==> src/rtl/serial_frame_rx_pkg.sv <==
// Shared definitions for the serial frame receiver: FSM state encoding,
// default frame geometry and the parity helper.
package serial_frame_rx_pkg;

    typedef enum logic [2:0] {
        IDLE    = 3'd0,
        DATA    = 3'd1,
        PARITY  = 3'd2,
        STOP    = 3'd3,
        RECOVER = 3'd4
    } rx_state_e;

    localparam int unsigned DEFAULT_DATA_W    = 8;
    localparam bit          DEFAULT_PARITY_EN = 1'b1;
    localparam int unsigned MAX_DATA_W        = 16;

    // Even-parity sum; narrower words are zero-extended, which leaves the XOR unchanged.
    function automatic logic even_parity(input logic [MAX_DATA_W-1:0] word);
        return ^word;
    endfunction

endpackage

==> src/rtl/rx_hold_reg.sv <==
// Output holding register for received words: valid/ready handshake and
// overrun detection when a completed frame finds the register still occupied.
module rx_hold_reg
    import serial_frame_rx_pkg::*;
#(
    parameter int unsigned DATA_W = DEFAULT_DATA_W
) (
    input  logic              clk,
    input  logic              rst_n,
    input  logic              load,
    input  logic [DATA_W-1:0] load_data,
    input  logic              load_perr,
    input  logic              data_ready,
    output logic [DATA_W-1:0] data_out,
    output logic              data_valid,
    output logic              parity_err,
    output logic              overrun
);

    logic [DATA_W-1:0] data_r;
    logic              valid_r;
    logic              perr_r;
    logic              overrun_r;

    // Hold register update: a completed frame takes priority over the consumer drain.
    always_ff @(posedge clk or negedge rst_n) begin
        if (!rst_n) begin
            data_r    <= '0;
            valid_r   <= 1'b0;
            perr_r    <= 1'b0;
            overrun_r <= 1'b0;
        end else begin
            overrun_r <= 1'b0;
            if (load) begin
                if (!valid_r || data_ready) begin
                    data_r  <= load_data;
                    perr_r  <= load_perr;
                    valid_r <= 1'b1;
                end else begin
                    overrun_r <= 1'b1;
                end
            end else if (valid_r && data_ready) begin
                valid_r <= 1'b0;
            end
        end
    end

    assign data_out   = data_r;
    assign data_valid = valid_r;
    assign parity_err = perr_r;
    assign overrun    = overrun_r;

endmodule

==> src/rtl/serial_frame_rx.sv <==
// Serial frame receiver: start bit, DATA_W data bits LSB first, optional even
// parity and a stop bit, one bit per clock, delivered through rx_hold_reg.
module serial_frame_rx
    import serial_frame_rx_pkg::*;
#(
    parameter int unsigned DATA_W    = DEFAULT_DATA_W,
    parameter bit          PARITY_EN = DEFAULT_PARITY_EN
) (
    input  logic              clk,
    input  logic              Rst,
    input  logic              serial_in,
    output logic [DATA_W-1:0] data_out,
    output logic              data_valid,
    input  logic              data_ready,
    output logic              parity_err,
    output logic              frame_err,
    output logic              overrun,
    output logic              busy
);

    localparam logic [4:0] LAST_BIT = 5'(DATA_W - 1);

    rx_state_e         state_r;
    logic [4:0]        bit_cnt_r;
    logic [DATA_W-1:0] shift_r;
    logic              perr_r;
    logic              busy_r;
    logic              frame_err_r;
    logic              frame_done_s;

    // Frame completion is a good stop bit; the hold register captures on that same edge.
    always_comb begin
        frame_done_s = 1'b0;
        if ((state_r == STOP) && serial_in) begin
            frame_done_s = 1'b1;
        end else begin
            frame_done_s = 1'b0;
        end
    end

    // Receive FSM with bit counter, shifter and registered busy / frame_err.
    always_ff @(posedge clk or negedge Rst) begin
        if (!Rst) begin
            state_r     <= IDLE;
            bit_cnt_r   <= 5'd0;
            shift_r     <= '0;
            perr_r      <= 1'b0;
            busy_r      <= 1'b0;
            frame_err_r <= 1'b0;
        end else begin
            frame_err_r <= 1'b0;
            case (state_r)
                IDLE: begin
                    if (!serial_in) begin
                        state_r   <= DATA;
                        bit_cnt_r <= 5'd0;
                        perr_r    <= 1'b0;
                        busy_r    <= 1'b1;
                    end
                end
                DATA: begin
                    shift_r   <= {serial_in, shift_r[DATA_W-1:1]};
                    bit_cnt_r <= bit_cnt_r + 5'd1;
                    if (bit_cnt_r == LAST_BIT) begin
                        state_r <= PARITY_EN ? PARITY : STOP;
                    end
                end
                PARITY: begin
                    perr_r  <= serial_in ^ even_parity(MAX_DATA_W'(shift_r));
                    state_r <= STOP;
                end
                STOP: begin
                    if (serial_in) begin
                        state_r <= IDLE;
                        busy_r  <= 1'b0;
                    end else begin
                        state_r     <= RECOVER;
                        frame_err_r <= 1'b1;
                    end
                end
                // A low line here is the tail of a broken frame, never a start bit.
                RECOVER: begin
                    if (serial_in) begin
                        state_r <= IDLE;
                        busy_r  <= 1'b0;
                    end
                end
                default: begin
                    state_r <= IDLE;
                    busy_r  <= 1'b0;
                end
            endcase
        end
    end

    rx_hold_reg #(
        .DATA_W(DATA_W)
    ) u_hold (
        .clk        (clk),
        .rst_n      (Rst),
        .load       (frame_done_s),
        .load_data  (shift_r),
        .load_perr  (perr_r),
        .data_ready (data_ready),
        .data_out   (data_out),
        .data_valid (data_valid),
        .parity_err (parity_err),
        .overrun    (overrun)
    );

    assign busy      = busy_r;
    assign frame_err = frame_err_r;

endmodule

==> config.mk <==
export PLATFORM = sky130hd
export DESIGN_NAME = serial_frame_rx
export DESIGN_NICKNAME = d
export VERILOG_FILES = /design/src/rtl/serial_frame_rx_pkg.sv /design/src/rtl/rx_hold_reg.sv /design/src/rtl/serial_frame_rx.sv
export SDC_FILE = /design/constraint.sdc
export NUM_CORES = 1
export LEC_CHECK = 0
export CAP_MARGIN = 15
export CORE_MARGIN = 3
export CORE_UTILIZATION = 50
export DETAILED_ROUTE_END_ITERATION = 6
export PLACE_DENSITY = 0.84
export SETUP_SLACK_MARGIN = 0.5
export SYNTH_ARGS = -nofsm -noshare
export SYNTH_HDL_FRONTEND = slang
export SYNTH_HIERARCHICAL = 1
export SYNTH_SLANG_ARGS = --single-unit
==> constraint.sdc <==
create_clock -name clk -period 1.5 [get_ports clk]
set_input_delay 0.15 -clock clk [delete_from_list [all_inputs] [get_ports clk]]
set_output_delay 0.15 -clock clk [all_outputs]
set_load 0.05 [all_outputs]
# Word level (Yosys, flattened, before mapping)
# Index checks and enable logic that the tools add are counted.
[classes]
n_bitwise = 2
eq_ne = 10
n_addsub = 1
muxes = 20
reduce_logical = 17
[op_table]
columns = ["op", "count"]
rows = [
  ["16-bit XOR reduction", 1],
  ["3-bit one-hot mux with 5 select lines", 1],
  ["3-bit 2-to-1 mux", 4],
  ["1-bit 2-to-1 mux", 11],
  ["5-bit one-hot mux with 2 select lines", 1],
  ["2-bit AND reduction", 4],
  ["3-bit by 2-bit equality test with 1-bit output, second input constant", 2],
  ["2-bit inequality test, second input constant", 3],
  ["3-bit AND reduction", 2],
  ["2-bit nonzero test", 3],
  ["5-bit by 1-bit adder with 5-bit output, second input constant", 1],
  ["5-bit by 3-bit equality test with 1-bit output, second input constant", 1],
  ["5-bit 2-to-1 mux", 1],
  ["2-bit by 1-bit inequality test with 1-bit output, second input constant", 2],
  ["2-bit OR reduction", 2],
  ["3-bit by 1-bit equality test with 1-bit output, second input constant", 1],
  ["3-bit equality test, second input constant", 1],
  ["3-bit logical NOT", 1],
  ["1-bit one-hot mux with 3 select lines", 1],
  ["1-bit logical AND", 2],
  ["1-bit one-hot mux with 2 select lines", 1],
  ["1-bit logical NOT", 1],
  ["1-bit logical OR", 1],
  ["1-bit inverter", 1],
  ["1-bit bitwise XOR", 1],
]
[totals]
input_bits = 4
out_inout_bits = 13
regBits = 30
word_cells = 60

# Longest topological paths before layout
[logic_depth]
word_depth = 5
depth_mapped = 5
mapped_depth_nobuf = 5

# Cells and area by module
# The synthesis kept the hierarchy.
[modules_own_cells]
columns = ["mod", "seq_area_each_um2", "n_inst", "cells_each", "area_per_inst_um2"]
rows = [
  ["serial_frame_rx", 475.5, 1, 81, 929.6],
  ["rx_hold_reg", 275.3, 1, 25, 412.9],
]

# Worst setup path before layout
# Ideal clock, no wire load.
[synth_path]
path_type = "register to register"
start = "reg state_r[2]"
end = "reg u_hold.data_r[0], in the netlist u_hold/data_out[0]"
setup_time_ns = 0.125
stages_incl_launch_ff = 6
path_slack_ns = 0.098
path_buffers = 1
arrival_time_ns = 1.277
required_time_ns = 1.375
period_less_slack_ns = 1.402
cell_sequence = "dfrtp_1 buf_2 nand3b_1 nor2_1 nand2_4 mux2_2"
[synth_via]
elab_chain_cells = 4
[synth_rtl]
columns = ["item", "line", "source"]
rows = [
  ["start: declaration", "serial_frame_rx.sv:23", "rx_state_e state_r;"],
  ["start signal: assignment", "serial_frame_rx.sv:65", "state_r <= PARITY_EN ? PARITY : STOP;"],
  ["3-bit by 2-bit equality test with 1-bit output", "serial_frame_rx.sv:34", "if ((state_r == STOP) && serial_in) begin"],
  ["1-bit logical AND", "serial_frame_rx.sv:34", ""],
  ["1-bit 2-to-1 mux", "serial_frame_rx.sv:34", ""],
  ["net frame_done_s", "serial_frame_rx.sv:29", "logic frame_done_s;"],
  ["2-bit AND reduction (no source line)", "-", ""],
  ["end signal: assignment", "rx_hold_reg.sv:36", "data_r <= load_data;"],
  ["end: declaration", "rx_hold_reg.sv:20", "logic [DATA_W-1:0] data_r;"],
]
# The timed path passes the listed nets, and every way through them passes these cells.
# A chain may end at the register's enable or synchronous reset.

# Worst setup path in the final report
[layout_path]
start = "reg state_r[2]"
end = "reg u_hold.data_r[5], in the netlist u_hold/data_out[5]"
# Same word-level chain as after synthesis.

==> results by group <==
Power and ir drop
  • PwrDens: 2206 nW/um^2
  • Switch share: 37.82%
  • Clk pwr share: 11.0%
  • Maximum vdd drop: 1.604 mV
  • Sequential Power Share: 33.3%
  • Net Sw Power: 1588 uW
  • Power share of the combinational group: 55.8%
  • Pwr Total: 4198 uW
  • Leakage: 0.0009047 uW
  • P_int: 2610 uW

STA
  • Fmax: 732.3 MHz
  • Hold Slack: 0.1857 ns
  • Final cycle utilization of the critical path: 91.04%
  • Setup Viol. Count Final: 0
  • Setup_tns: 0 ns
  • Rel. slew slack: 74.74%
  • Pins Over Slew Limit: 0
  • RSZ-0062 raised after global routing: yes
  • Final min period: 1.366 ns
  • Worst Skew: 0.01618 ns
  • Worst slew pin tran: 0.3789 ns
  • Final Hold Fails: 0

Floorplanning
  • Die Footprint: 3343 sq um
  • Core ar.: 2522 sq um
  • # IOs: 17
  • Die Y: 57.82 microns
  • Die X: 57.82 microns
  • Row cnt: 18
  • Initial Util: 53.22%

Setup path
  • Cell count of the worst reg-to-reg path: 4
  • Worst path top cell family by delay: simple AND/OR/NAND/NOR gates
  • CP max FO: 4
  • WP buf/inv: 0
  • CP Cell Sequence: nand3b_1 -> nor2_4 -> nand2_2 -> mux2_2
  • Arrival @ worst endpoint: 1.59 ns
  • Max stage delay cell, worst path: dfrtp_2
  • Crit path depth: 4
  • Crit path kind: register to register
  • CP Launch Point: state_r[2]
  • Reg2reg start: state_r[2]
  • CP peak stage delay: 0.45 ns
  • Crit end category: register
  • WP data required: 1.73 ns
  • Type of origin of the critical path: register

Finish
  • Diode count: 0
  • Commonest non-fill, non-tap cell in the layout: dfrtp_1
  • Commonest non-fill, non-tap cells in the layout: 26 x dfrtp_1, 20 x buf_4, 16 x buf_6, 10 x mux2_2, 7 x xnor2_1
  • Share of layout cells above drive strength 1: 54.30%
  • NumNets Final: 155
  • Final core occ: 75.45%
  • Area growth syn-to-layout: 41.75%

Drt
  • Drt drc: 0
  • Total routed wire length on the met1 layer: 1179 microns
  • Detailed-route via count: 948
  • Final wirelength: 2758 microns
  • Top Layer Used: met4
  • Via density: 5.238
  • Wire length per cell: 15.24 microns
  • Met2 wire length: 1392 microns
  • Met3 routed WL: 139 microns
  • DR pass1 iterations: 2
  • Starting DRT DRC Count: 22
  • Post-route ant nets: 0

Logic synthesis
  • Yosys top cell by area: dfrtp_1
  • Syn Nets: 111
  • Top cells by area, synth: dfrtp_1 56%, mux2_2 9.2%, mux2_1 5.9%, xnor2_1 4.6%, nor2_1 2.5%
  • Syn. warnings: 6
  • Seq cells post-synth: 30
  • Synth top area share: 55.92%
  • Post-Syn Instances: 106
  • Number of distinct library cells after synthesis: 28
  • Sequential cell area fraction in the yosys report: 55.92%
  • Post-synthesis average cell area: 12.67 sq um
  • Cell Area, Synth: 1343 sq um

Global routing
  • GRT overflow: 0
  • GRT Overall Usage: 18.06%
  • Antenna violations before repair: 0
  • Vias in the first global route: 983
  • First-pass GRT wire length: 4395 microns
  • Largest net degree at the start of global routing: 31

Placement
  • IO Port Bufs: 16
  • GP Congestion: 0.7636
  • HPWL Detailed: 1581 microns

Outcome
  • Status: finished, final reports clean

Hold path
  • Worst hold path class: input port to asynchronous set/reset pin

CTS
  • Clk slew on worst S/H paths: 0.10 ns
  • TritonCTS clock tree: yes
  • Root buf cell: clkbuf_4
  • TritonCTS Sinks: 30
  • H-tree depth: 2
  • Number of buffers created by CTS: 5
  • Hold-fix buffers, CTS: 0
  • Clk buf depth: 2
  • Clock Latency Late Sink: 0.34 ns

Run
  • Number of max-cap violations: 0
==> timing repair <==
action                     in CTS  in global routing
pin swaps                       6                  9
resized for setup              24                 14
setup endpoints to repair      40                 43
buffers inserted               11                  8
cloned                          1                  0
==> registers in the layout (all words and copies together) (netlist names) <==
signal and count:
u_hold/overrun 1, state_r 3, shift_r 8, u_hold/data_out 8
u_hold/data_valid 1, bit_cnt_r 5, perr_r 1, frame_err 1
busy 1, u_hold/parity_err 1
==> worst paths after layout <==
| check | endpoint | slack [ns] |
|---|---|---|
| setup / recovery | u_hold/data_out[5] | 0.13 |
| max in group asynchronous | shift_r[1] | 1.02 |
| hold reg to reg | perr_r | 0.52 |
| min in group clk | u_hold/data_valid | 0.51 |
| setup reg to reg | u_hold/data_out[5] | 0.13 |
| hold / removal | frame_err | 0.19 |
==> routing by layer <==
layer / vias up / GRT usage, %
met4: 0 / 9.934
met3: 5 / 7.350
li1: 449 / -
met1: 476 / 20.85
met2: 18 / 28.55
met5: - / 0
==> final cells by class <==
cell class,count,area (sq um)
Multi-Input combinational cell,71,670.6
Clock inverter,2,10.01
Tap cell,30,37.54
Inverter,2,7.507
Fill cell,159,619.3
Clock buffer,6,41.29
Sequential cell,30,755.7
Timing Repair Buffer,40,380.4
==> cell usage after synthesis, drive strengths merged <==
| cell type | number |
|---|---|
| nand2 | 8 |
| xnor3 | 1 |
| nor3 | 1 |
| nand3 | 2 |
| nor2 | 9 |
| nor3b | 1 |
| o31ai | 1 |
| xnor2 | 7 |
| a21oi | 3 |
| nand2b | 4 |
| inv | 2 |
| buf | 4 |
| mux2 | 18 |
| nand3b | 1 |
| dfrtp | 30 |
| ha | 1 |
| xor2 | 1 |
| a22o | 3 |
| or4 | 1 |
| nor2b | 2 |
| o22a | 1 |
| o21ai | 5 |
==> cell families (layout without fill, tap and decap cells) <==
| kind of cell | Yosys count | in the layout | share of synthesized area, % |
|---|---|---|---|
| buf+inv | 6 | 50 | 2.703 |
| compound gates | 13 | 13 | 6.151 |
| xor+xnor | 9 | 9 | 6.897 |
| mux | 18 | 18 | 15.10 |
| simple gates | 29 | 30 | 12.30 |
| fa+ha+maj | 1 | 1 | 0.9318 |
| flops | 30 | 30 | 55.92 |
==> through the flow <==
stage | cells | area, sq um | worst slack [ns]
floorplan | 106 | 1379 | 0.1487
global placement | 153 | 1555 | 0.07752
detailed placement | 153 | 1555 | 0.03669
CTS | 173 | 1785 | 0.1171
global route | 181 | 1903 | 0.06459
finish | 181 | 1903 | 0.1344
==> power by group through the flow <==
stage / sequential (uW) / clock (uW) / combinational [uW]
after detailed placement: 1400 / 0 / 1830
after floorplan: 1660 / 0 / 1120
final: 1400 / 461 / 2340
after global placement: 1380 / 0 / 1780
after CTS: 1400 / 479 / 2110
after global routing: 1440 / 518 / 2480
Note: power is estimated with default switching activity, not from simulation.
